--- src/rtl/game_pkg.sv ---
// game_pkg: choice codes, FSM state encoding and win table for the choice game.
package game_pkg;

    localparam logic [2:0] CAT     = 3'b001;
    localparam logic [2:0] DOG     = 3'b010;
    localparam logic [2:0] CHICKEN = 3'b100;

    typedef enum logic [2:0] {
        WAIT_P1,
        WAIT_P2,
        RESOLVE,
        SHOW,
        OVER
    } state_t;

    function automatic logic is_choice(input logic [2:0] c);
        return (c == CAT) || (c == DOG) || (c == CHICKEN);
    endfunction

    function automatic logic [3:0] choice_idx(input logic [2:0] c);
        return c[0] ? 4'd0 : c[1] ? 4'd1 : 4'd2;
    endfunction

    function automatic logic beats(input logic [2:0] a, input logic [2:0] b);
        return (a == DOG && b == CAT) || (a == CAT && b == CHICKEN) || (a == CHICKEN && b == DOG);
    endfunction

    // Bit (8 - idx) is the same as shifting the top bit right by idx.
    function automatic logic [8:0] scenario_code(input logic [2:0] a, input logic [2:0] b);
        return 9'b1_0000_0000 >> (choice_idx(a) * 4'd3 + choice_idx(b));
    endfunction

endpackage

--- src/rtl/key_edge.sv ---
// key_edge: 2-FF synchronizer plus rising-edge detector for an asynchronous key level.
module key_edge (
    input  logic clk,
    input  logic resetn,
    input  logic d,
    output logic pulse
);
    logic s1, s2, prev, armed;
    logic [1:0] fill;

    // Only arm once the synchronized key has genuinely been seen low, so a key
    // held through reset does not register as a press.
    always_ff @(posedge clk or negedge resetn) begin
        if (!resetn) begin
            s1    <= 1'b0;
            s2    <= 1'b0;
            prev  <= 1'b0;
            armed <= 1'b0;
            fill  <= 2'b00;
        end else begin
            s1    <= d;
            s2    <= s1;
            prev  <= s2;
            fill  <= {fill[0], 1'b1};
            armed <= armed | (fill[1] & ~s2);
        end
    end

    assign pulse = s2 & ~prev & armed;

endmodule

--- src/rtl/choice_arbiter.sv ---
// choice_arbiter: two-player cat/dog/chicken match referee with score keeping.
module choice_arbiter
    import game_pkg::*;
#(
    parameter logic [3:0] WIN_SCORE = 4'd5
) (
    input  logic       clk,
    input  logic       resetn,
    input  logic [2:0] sw,
    input  logic       choose,
    input  logic       cont,
    input  logic       reset_game,
    output logic [8:0] scenario,
    output logic       scenario_valid,
    output logic       winner1,
    output logic       winner2,
    output logic       tie,
    output logic [3:0] player1,
    output logic [3:0] player2,
    output logic       match_over,
    output logic       invalid,
    output logic       turn
);
    state_t state, nxt;
    logic [2:0] p1, p2;
    logic ch_e, co_e, rg_e;
    logic inv_n, w1, w2, done;
    logic [3:0] p1_n, p2_n;

    key_edge u_choose (.clk(clk), .resetn(resetn), .d(choose),     .pulse(ch_e));
    key_edge u_cont   (.clk(clk), .resetn(resetn), .d(cont),       .pulse(co_e));
    key_edge u_reset  (.clk(clk), .resetn(resetn), .d(reset_game), .pulse(rg_e));

    assign w1   = beats(p1, p2);
    assign w2   = beats(p2, p1);
    assign p1_n = (w1 && player1 != 4'd9) ? player1 + 4'd1 : player1;
    assign p2_n = (w2 && player2 != 4'd9) ? player2 + 4'd1 : player2;
    assign done = (w1 && p1_n == WIN_SCORE) || (w2 && p2_n == WIN_SCORE);

    assign turn           = state == WAIT_P2;
    assign match_over     = state == OVER;
    assign scenario_valid = state == SHOW || state == OVER;

    always_comb begin
        nxt   = state;
        inv_n = 1'b0;
        if (rg_e) nxt = WAIT_P1;
        else begin
            case (state)
                WAIT_P1: begin
                    nxt   = (ch_e && is_choice(sw)) ? WAIT_P2 : WAIT_P1;
                    inv_n = ch_e && !is_choice(sw);
                end
                WAIT_P2: begin
                    nxt   = (ch_e && is_choice(sw)) ? RESOLVE : WAIT_P2;
                    inv_n = ch_e && !is_choice(sw);
                end
                RESOLVE: nxt = done ? OVER : SHOW;
                SHOW:    nxt = co_e ? WAIT_P1 : SHOW;
                OVER:    nxt = OVER;
                default: nxt = WAIT_P1;
            endcase
        end
    end

    always_ff @(posedge clk or negedge resetn) begin
        if (!resetn) begin
            state    <= WAIT_P1;
            invalid  <= 1'b0;
            p1       <= 3'b000;
            p2       <= 3'b000;
            scenario <= 9'd0;
            winner1  <= 1'b0;
            winner2  <= 1'b0;
            tie      <= 1'b0;
            player1  <= 4'd0;
            player2  <= 4'd0;
        end else begin
            state   <= nxt;
            invalid <= inv_n;
            if (rg_e) begin
                p1       <= 3'b000;
                p2       <= 3'b000;
                scenario <= 9'd0;
                winner1  <= 1'b0;
                winner2  <= 1'b0;
                tie      <= 1'b0;
                player1  <= 4'd0;
                player2  <= 4'd0;
            end else begin
                if (state == WAIT_P1 && ch_e && is_choice(sw)) p1 <= sw;
                if (state == WAIT_P2 && ch_e && is_choice(sw)) p2 <= sw;
                if (state == RESOLVE) begin
                    scenario <= scenario_code(p1, p2);
                    winner1  <= w1;
                    winner2  <= w2;
                    tie      <= p1 == p2;
                    player1  <= p1_n;
                    player2  <= p2_n;
                end
                if (state == SHOW && co_e) begin
                    scenario <= 9'd0;
                    winner1  <= 1'b0;
                    winner2  <= 1'b0;
                    tie      <= 1'b0;
                end
            end
        end
    end

endmodule

--- config.mk ---
export PLATFORM = sky130hd
export DESIGN_NAME = choice_arbiter
export DESIGN_NICKNAME = d
export VERILOG_FILES = /design/src/rtl/game_pkg.sv /design/src/rtl/key_edge.sv /design/src/rtl/choice_arbiter.sv
export SDC_FILE = /design/constraint.sdc
export NUM_CORES = 1
export LEC_CHECK = 0
export CORE_ASPECT_RATIO = 1.75
export CORE_MARGIN = 2
export CORE_UTILIZATION = 50
export DETAILED_ROUTE_END_ITERATION = 16
export GPL_TIMING_DRIVEN = 0
export HOLD_SLACK_MARGIN = 0.12
export PLACE_DENSITY = 0.75
export REMOVE_ABC_BUFFERS = 1
export SYNTH_ARGS = -nofsm -noshare
export SYNTH_HDL_FRONTEND = slang
export SYNTH_SLANG_ARGS = --single-unit
--- constraint.sdc ---
create_clock -name clk -period 6.6 [get_ports clk]
set_input_delay 1.32 -clock clk [delete_from_list [all_inputs] [get_ports clk]]
set_output_delay 1.32 -clock clk [all_outputs]
set_load 0.01 [all_outputs]
==> results.md, run 1 <==
* Clk pwr share at 30.3%
* Min-Delay Path Depth at 0
* Syn_area_per_cell at 10.5 µm²
* Gpl congestion at 0.750
* CP Max Fanout at 8
* Tcrit/Tclk final at 49.0%
* Drt pass-1 iters at 4
* Worst Max-Slew Pin Slew at 0.963 ns
* Clock transition at the registers of the reported paths at 0.08 ns
* DR WL/cell at 15.1 µm
* Total Wirelength at 4.34 mm
* Max_cap viols at 0
* Final Hold Fails at 0
* Vias at 1618
* Most frequent cells in the layout: 44 x dfrtp_1, 30 x clkdlybuf4s50_1, 21 x nand2_1
* Setup CP Type: reg2out
* Setup TNS at 0 ns
* Pins Over Slew Limit at 0
* Die Y at 91.0 µm
* Lkg Pwr at 1.23 nW
* Initial antenna violation count at 0
* Area growth from synthesis to layout at 22.0%
* Gr ovfl total at 0
* Seq pwr share at 46.1%
* Synth top area cells: dfrtp_1 51%, mux2i_1 3.7%, nand2_1 3.6%
* RSZ-0062 raised after global routing: no
* EDFF count, synth at 0
* Critical Path Start Type: flip-flop
* Clock root buffer: clkbuf_8
* GRT Util Overall at 20.5%
* Max Clock Freq at 0.309 GHz
* CTS sink cnt at 44
* Iteration-0 DRC Markers at 12
* Switching share of power at 29.9%
* Hold_buf cts at 0
* Number of global-route vias before repair at 1611
* Reg2reg path depth at 9
* Sw power at 0.000205 W
* N_diodes at 0
* Post-Syn Instances at 205
* Final Net Count at 254
* Rel. slew slack at 35.8%
* HP Class: reg2reg
* First-pass GRT wire length at 7.41 mm
* Synth area leader: dfrtp_1
* Core area at 4150 µm²
* Synthesized area at 2160 µm²
* Comb pwr share at 23.5%
* Clock network latency to the later pin of the worst-skew pair at 0.30 ns
* Die area at 4890 µm²
* Fin crit period at 3.24 ns
* Top FF cell, synth: dfrtp_1
* Residual DRC at 0
* Hpwl dp at 3.39 mm
* DR vias/cell at 5.62
* Row Count at 31
* Max IR drop VDD at 242 µV
* Share of layout cells above drive strength 1 at 8.37%
* Ports at 32
* CP Data Arrival Time at 1.92 ns
* Die X at 53.7 µm
* Largest net degree at the start of global routing at 28
* TritonCTS buffer count at 5
* CTS tree: yes
* Worst Path Required at 5.28 ns
* # Post-CTS Setup Buffers at 0
* Final ANT Viol Nets at 0
* Status: completed
* Commonest non-fill, non-tap cell in the layout: dfrtp_1
* Int Pwr at 0.000481 W
* Asr flop ratio synth at 100%
* Pwr/cell area at 260 nW/µm²
* Distinct cell type count after synthesis at 48
* Final Setup Violations at 0
* Setup Skew at 0.00443 ns
* Synth warn at 0
* # resized after CTS at 0
* Htree depth at 2
* Type of element capturing the critical path: output pin
* R2R Setup Slk at 3.89 ns
* I/O Buffers at 31
* Worst hold slack at 0.352 ns
* Synth top area share at 50.9%
* CTS Buffer Depth at 2
* Starting Density at 52.1%
* Sequential-to-total area share from yosys stat at 50.9%
* Flop and latch count out of synthesis at 44
-- flip-flops by register name, summed over array words and instances, names as in the netlist, 3 cells and up --
signal and flops:
p1 3, state 3, player1 4, player2 4
p2 3, scenario 9
-- metrics by stage --
stage,utilization (%),total power (W),area [µm²],worst slack (ns),std cells
final,63.6,0.000686,2640,3.36,288
after floorplan,-,0.000417,2140,4.13,199
after global routing,63.6,0.000728,2640,3.24,288
after global placement,60.4,0.000478,2510,3.09,279
after CTS,63.6,0.000694,2640,3.33,288
after detailed placement,60.8,0.000485,2520,3.48,280
-- cell usage after synthesis, types with 2 or more instances --
| cell type | instances |
|---|---|
| a211oi_1 | 4 |
| a21o_1 | 4 |
| a21oi_1 | 4 |
| a22o_1 | 2 |
| a31oi_1 | 2 |
| and3b_1 | 2 |
| and4bb_2 | 2 |
| buf_2 | 2 |
| clkbuf_1 | 4 |
| dfrtp_1 | 44 |
| fa_1 | 2 |
| ha_1 | 6 |
| inv_1 | 11 |
| mux2i_1 | 8 |
| nand2_1 | 21 |
| nand2b_1 | 3 |
| nand3_1 | 5 |
| nand3b_1 | 8 |
| nand4_1 | 2 |
| nor2_1 | 19 |
| nor2b_1 | 3 |
| nor3b_1 | 3 |
| nor4bb_1 | 2 |
| o211ai_1 | 2 |
| o21ai_0 | 9 |
| o21ai_1 | 2 |
| o31ai_1 | 2 |
| xnor2_1 | 3 |
| xor2_1 | 5 |
-- kinds of logic (layout without fill, tap and decap cells) --
logic type	count (synthesis)	after routing	share of synthesized area, %
flip-flops	44	44	50.9
multiplexers	8	8	3.70
AO/OA/AOI/OAI	39	39	12.8
XOR/XNOR	8	8	3.24
buffers and inverters	17	51	3.07
other	1	1	0.173
AND/OR/NAND/NOR	80	80	20.8
adder cells (fa/ha/maj)	8	8	5.32
-- path summary, 6_finish.rpt --
check                                           to                 start
max in group asynchronous     u_reset.s1$_DFF_PN0_                resetn
hold reg to reg               u_reset.s2$_DFF_PN0_  u_reset.s1$_DFF_PN0_
hold / removal                u_reset.s2$_DFF_PN0_  u_reset.s1$_DFF_PN0_
setup reg to reg           scenario[4]$_DFFE_PN0P_     p1[0]$_DFFE_PN0P_
min in group asynchronous  scenario[4]$_DFFE_PN0P_                resetn
setup / recovery                    scenario_valid    state[0]$_DFF_PN0_
-- critical path, cell delays in order (launching register included) --
cell and delay, ns:
dfrtp_1 0.46, nor3b_1 0.41, o21bai_1 0.19, clkdlybuf4s50_1 0.56
-- power groups by stage --
stage	logic, W	clock network (W)	registers [W]
detailed placement	0.000163	0	0.000322
finish	0.000162	0.000208	0.000316
floorplan	0.0000978	0	0.000320
global route	0.000183	0.000224	0.000322
CTS	0.000164	0.000214	0.000317
global placement	0.000157	0	0.000321
-- layout make-up --
cell class | count | area [µm²]
fillers | 345 | 1510
flip-flops and latches | 44 | 1100
multi-input cells | 144 | 995
repair buffers | 32 | 325
clock buffers | 5 | 68.8
well taps | 49 | 61.3
clock inverters | 3 | 46.3
inverters | 11 | 41.3
-- metal layers --
metal | vias to the layer above | global-route usage, % | part of all wire [%] | wire length (µm)
met3 | 10 | 3.62 | 2.7 | 116
met4 | 0 | 9.19 | 2.8 | 120
met1 | 795 | 22.6 | 38 | 1670
met2 | 37 | 36.0 | 56 | 2440
li1 | 776 | - | - | -
met5 | - | 0 | 0 | 0
No activity file was read; power rests on OpenSTA's default activity.
==> run 2: changes to the inputs <==
Clock period 6.6 ns to 3.1 ns, I/O delays scaled along.
==> results of run 2 <==
Same layout as run 1 (identical final DEF). Status: completed.
Among the figures that moved: setup slack after placement 3.48 ns -> 0.389 ns; setup slack after layout 3.36 ns -> 0.385 ns; hold slack 0.352 ns -> 0.251 ns; start point of the critical path state[0]$_DFF_PN0_ -> p1[0]$_DFFE_PN0P_; end point of the critical path scenario_valid -> scenario[4]$_DFFE_PN0P_; register-to-register setup slack 3.89 ns -> 0.39 ns; total power 0.000686 W -> 0.00146 W; worst IR drop on VDD 242 µV -> 516 µV
==> run 3: changes to the inputs <==
Settings changed: ABC_AREA set to 1, PLACE_DENSITY 0.75 to 0.74.
==> results.md, run 3 <==
* Status: completed
* Top FF cell, synth: dfrtp_1
* HP Class: in2async
* Clock transition at the registers of the reported paths at 0.08 ns
* Area of the multi-input gates at 951 µm²
* N_diodes at 0
* Compound-gate portion of the synthesized area at 9.24%
* Max Clock Freq at 0.411 GHz
* Synth warn at 0
* Die X at 54.7 µm
* Final Power at 0.00140 W
* Worst hold slack at 0.172 ns
* Mux contribution to synthesized area at 0%
* Sequential-to-total area share from yosys stat at 49.0%
* Max IR drop VDD at 556 µV
* Fin crit period at 2.44 ns
* Largest register FFs at 9
* Flop and latch count out of synthesis at 44
* CTS Buffer Depth at 2
* Setup CP Type: reg2reg
* Critical Path Max Stage Delay at 0.52 ns
* # resized after CTS at 0
* CP Max Fanout at 4
* Residual DRC at 0
* FILL cells at 389
* Number of global-route vias before repair at 1789
* Starting Density at 51.5%
* Synth top area share at 49.0%
* Lkg Pwr at 1.26 nW
* Worst Path Required at 3.30 ns
* Largest family of logic cells by synthesized area: simple AND/OR/NAND/NOR gates
* Htree depth at 2
* Pwr/cell area at 509 nW/µm²
* Synthesized area at 2250 µm²
* Type of element capturing the critical path: flip-flop
* Gpl congestion at 0.818
* Die area at 5070 µm²
* Register area at 1100 µm²
* Die Y at 92.7 µm
* Slowest CP cell: fa_1
* Pins Over Slew Limit at 0
* Synth Area in XOR/XNOR at 2.34%
* Tcrit/Tclk final at 78.6%
* DR WL/cell at 12.7 µm
* RSZ-0062 raised after global routing: no
* Post-Synth Adder-Cell Area at 5.12%
* Critical Path Start Type: flip-flop
* CP Data Arrival Time at 2.64 ns
* Max_cap viols at 0
* Clock network latency to the later pin of the worst-skew pair at 0.30 ns
* Synth area leader: dfrtp_1
* Syn_area_per_cell at 8.82 µm²
* Drt pass-1 iters at 4
* Clock root buffer: clkbuf_8
* Biggest regs: scenario (9), player1 (4), player2 (4)
* R2R Setup Slk at 0.66 ns
* EDFF count, synth at 0
* Worst Max-Slew Pin Slew at 0.525 ns
* Largest register by flop count: scenario
* Hpwl dp at 3.34 mm
* Final Instance Area at 2750 µm²
* Final Setup Violations at 0
* Commonest non-fill, non-tap cell in the layout: nand2_1
* Setup Skew at 0.00970 ns
* Share of layout cells above drive strength 1 at 13.6%
* Post-Syn Instances at 255
* I/O Buffers at 31
* Largest net degree at the start of global routing at 37
* Final Hold Fails at 0
* CTS tree: yes
* Worst-path cell chain: inv_2 -> nand2_2 -> fa_1 -> inv_1 -> ha_1 -> inv_1 -> fa_1 -> nand3b_1 -> o22ai_1
* First-pass GRT wire length at 7.47 mm
* Synth top area cells: dfrtp_1 49%, nand2_1 7.8%, inv_1 7.7%
* Final ANT Viol Nets at 0
* Distinct cell type count after synthesis at 29
* Core area at 4360 µm²
* Rel. slew slack at 64.9%
* CTS sink cnt at 44
* Ports at 32
* Total Wirelength at 4.38 mm
* Final Net Count at 309
* Iteration-0 DRC Markers at 21
* Row Count at 32
* GRT Util Overall at 20.1%
* # Post-CTS Setup Buffers at 0
* Setup TNS at 0 ns
* Most frequent cells after synthesis: 47 x nand2_1, 46 x inv_1, 44 x dfrtp_1
* DR vias/cell at 5.13
* Initial antenna violation count at 0
* TritonCTS buffer count at 5
* Most frequent cell after synthesis: nand2_1
* Hold_buf cts at 0
* Asr flop ratio synth at 100%
* Vias at 1769
* Placed cell area at 2630 µm²
* Simple-Gate Fraction of Synth Area at 25.4%
* Area growth from synthesis to layout at 22.5%
* Final core occ at 63.1%
* Gr ovfl total at 0
* Most frequent cells in the layout: 47 x nand2_1, 46 x inv_1, 44 x dfrtp_1
run 3: power by group:
| group | leakage, nW | total (W) | switching, W | internal, W |
|---|---|---|---|---|
| registers | 0.571 | 0.000642 | 0.0000324 | 0.000610 |
| logic | 0.630 | 0.000298 | 0.000177 | 0.000121 |
| clock network | 0.0614 | 0.000462 | 0.000198 | 0.000264 |
| total | 1.26 | 0.00140 | 0.000408 | 0.000995 |
run 3: critical path, delay by kind of cell, from the launching register on:
kind                       cells  cell delay [ns]
AOI/OAI and AO/OA              1             0.19
adders and majority gates      3             1.15
buffers and inverters          3             0.19
DFF                            1             0.42
and+or+nand+nor                2             0.39
run 3: layer usage:
metal  vias to the layer above  wire, µm  GRT usage, %
met4                         0       189          10.8
met5                         -         0             0
met3                        13        99          3.39
met2                        29      2350          34.9
met1                       844      1740          21.7
li1                        883         -             -
run 3: cell families after synthesis:
| logic type | after synthesis |
|---|---|
| XOR/XNOR | 6 |
| flip-flops | 44 |
| adder cells (fa/ha/maj) | 8 |
| AND/OR/NAND/NOR | 109 |
| other | 1 |
| buffers and inverters | 52 |
| AO/OA/AOI/OAI | 35 |
run 3: final cells by class:
class,instances,share of cell area (%)
Multi-Input combinational cell,159,34.5
Timing Repair Buffer,32,11.8
Clock inverter,2,1.41
Sequential cell,44,40.0
Clock buffer,6,3.00
Tap cell,51,2.32
Inverter,51,6.95
run 3: worst paths after layout:
| check | from | end | cells after the start |
|---|---|---|---|
| max | p1[0]$_DFFE_PN0P_ | scenario[3]$_DFFE_PN0P_ | 9 |
| min | resetn | scenario[8]$_DFFE_PN0P_ | 1 |
| max reg2reg | p1[0]$_DFFE_PN0P_ | scenario[3]$_DFFE_PN0P_ | 9 |
| min reg2reg | u_reset.s1$_DFF_PN0_ | u_reset.s2$_DFF_PN0_ | 0 |
| max in group asynchronous | resetn | player1[3]$_DFFE_PN0P_ | 2 |
| min in group clk | u_reset.s1$_DFF_PN0_ | u_reset.s2$_DFF_PN0_ | 0 |
run 3: per-stage QoR:
| step | setup slack [ns] | instances |
|---|---|---|
| CTS | 0.641 | 345 |
| global placement | 0.290 | 336 |
| global route | 0.525 | 345 |
| detailed placement | 0.679 | 337 |
| finish | 0.664 | 345 |
| floorplan | 0.923 | 254 |
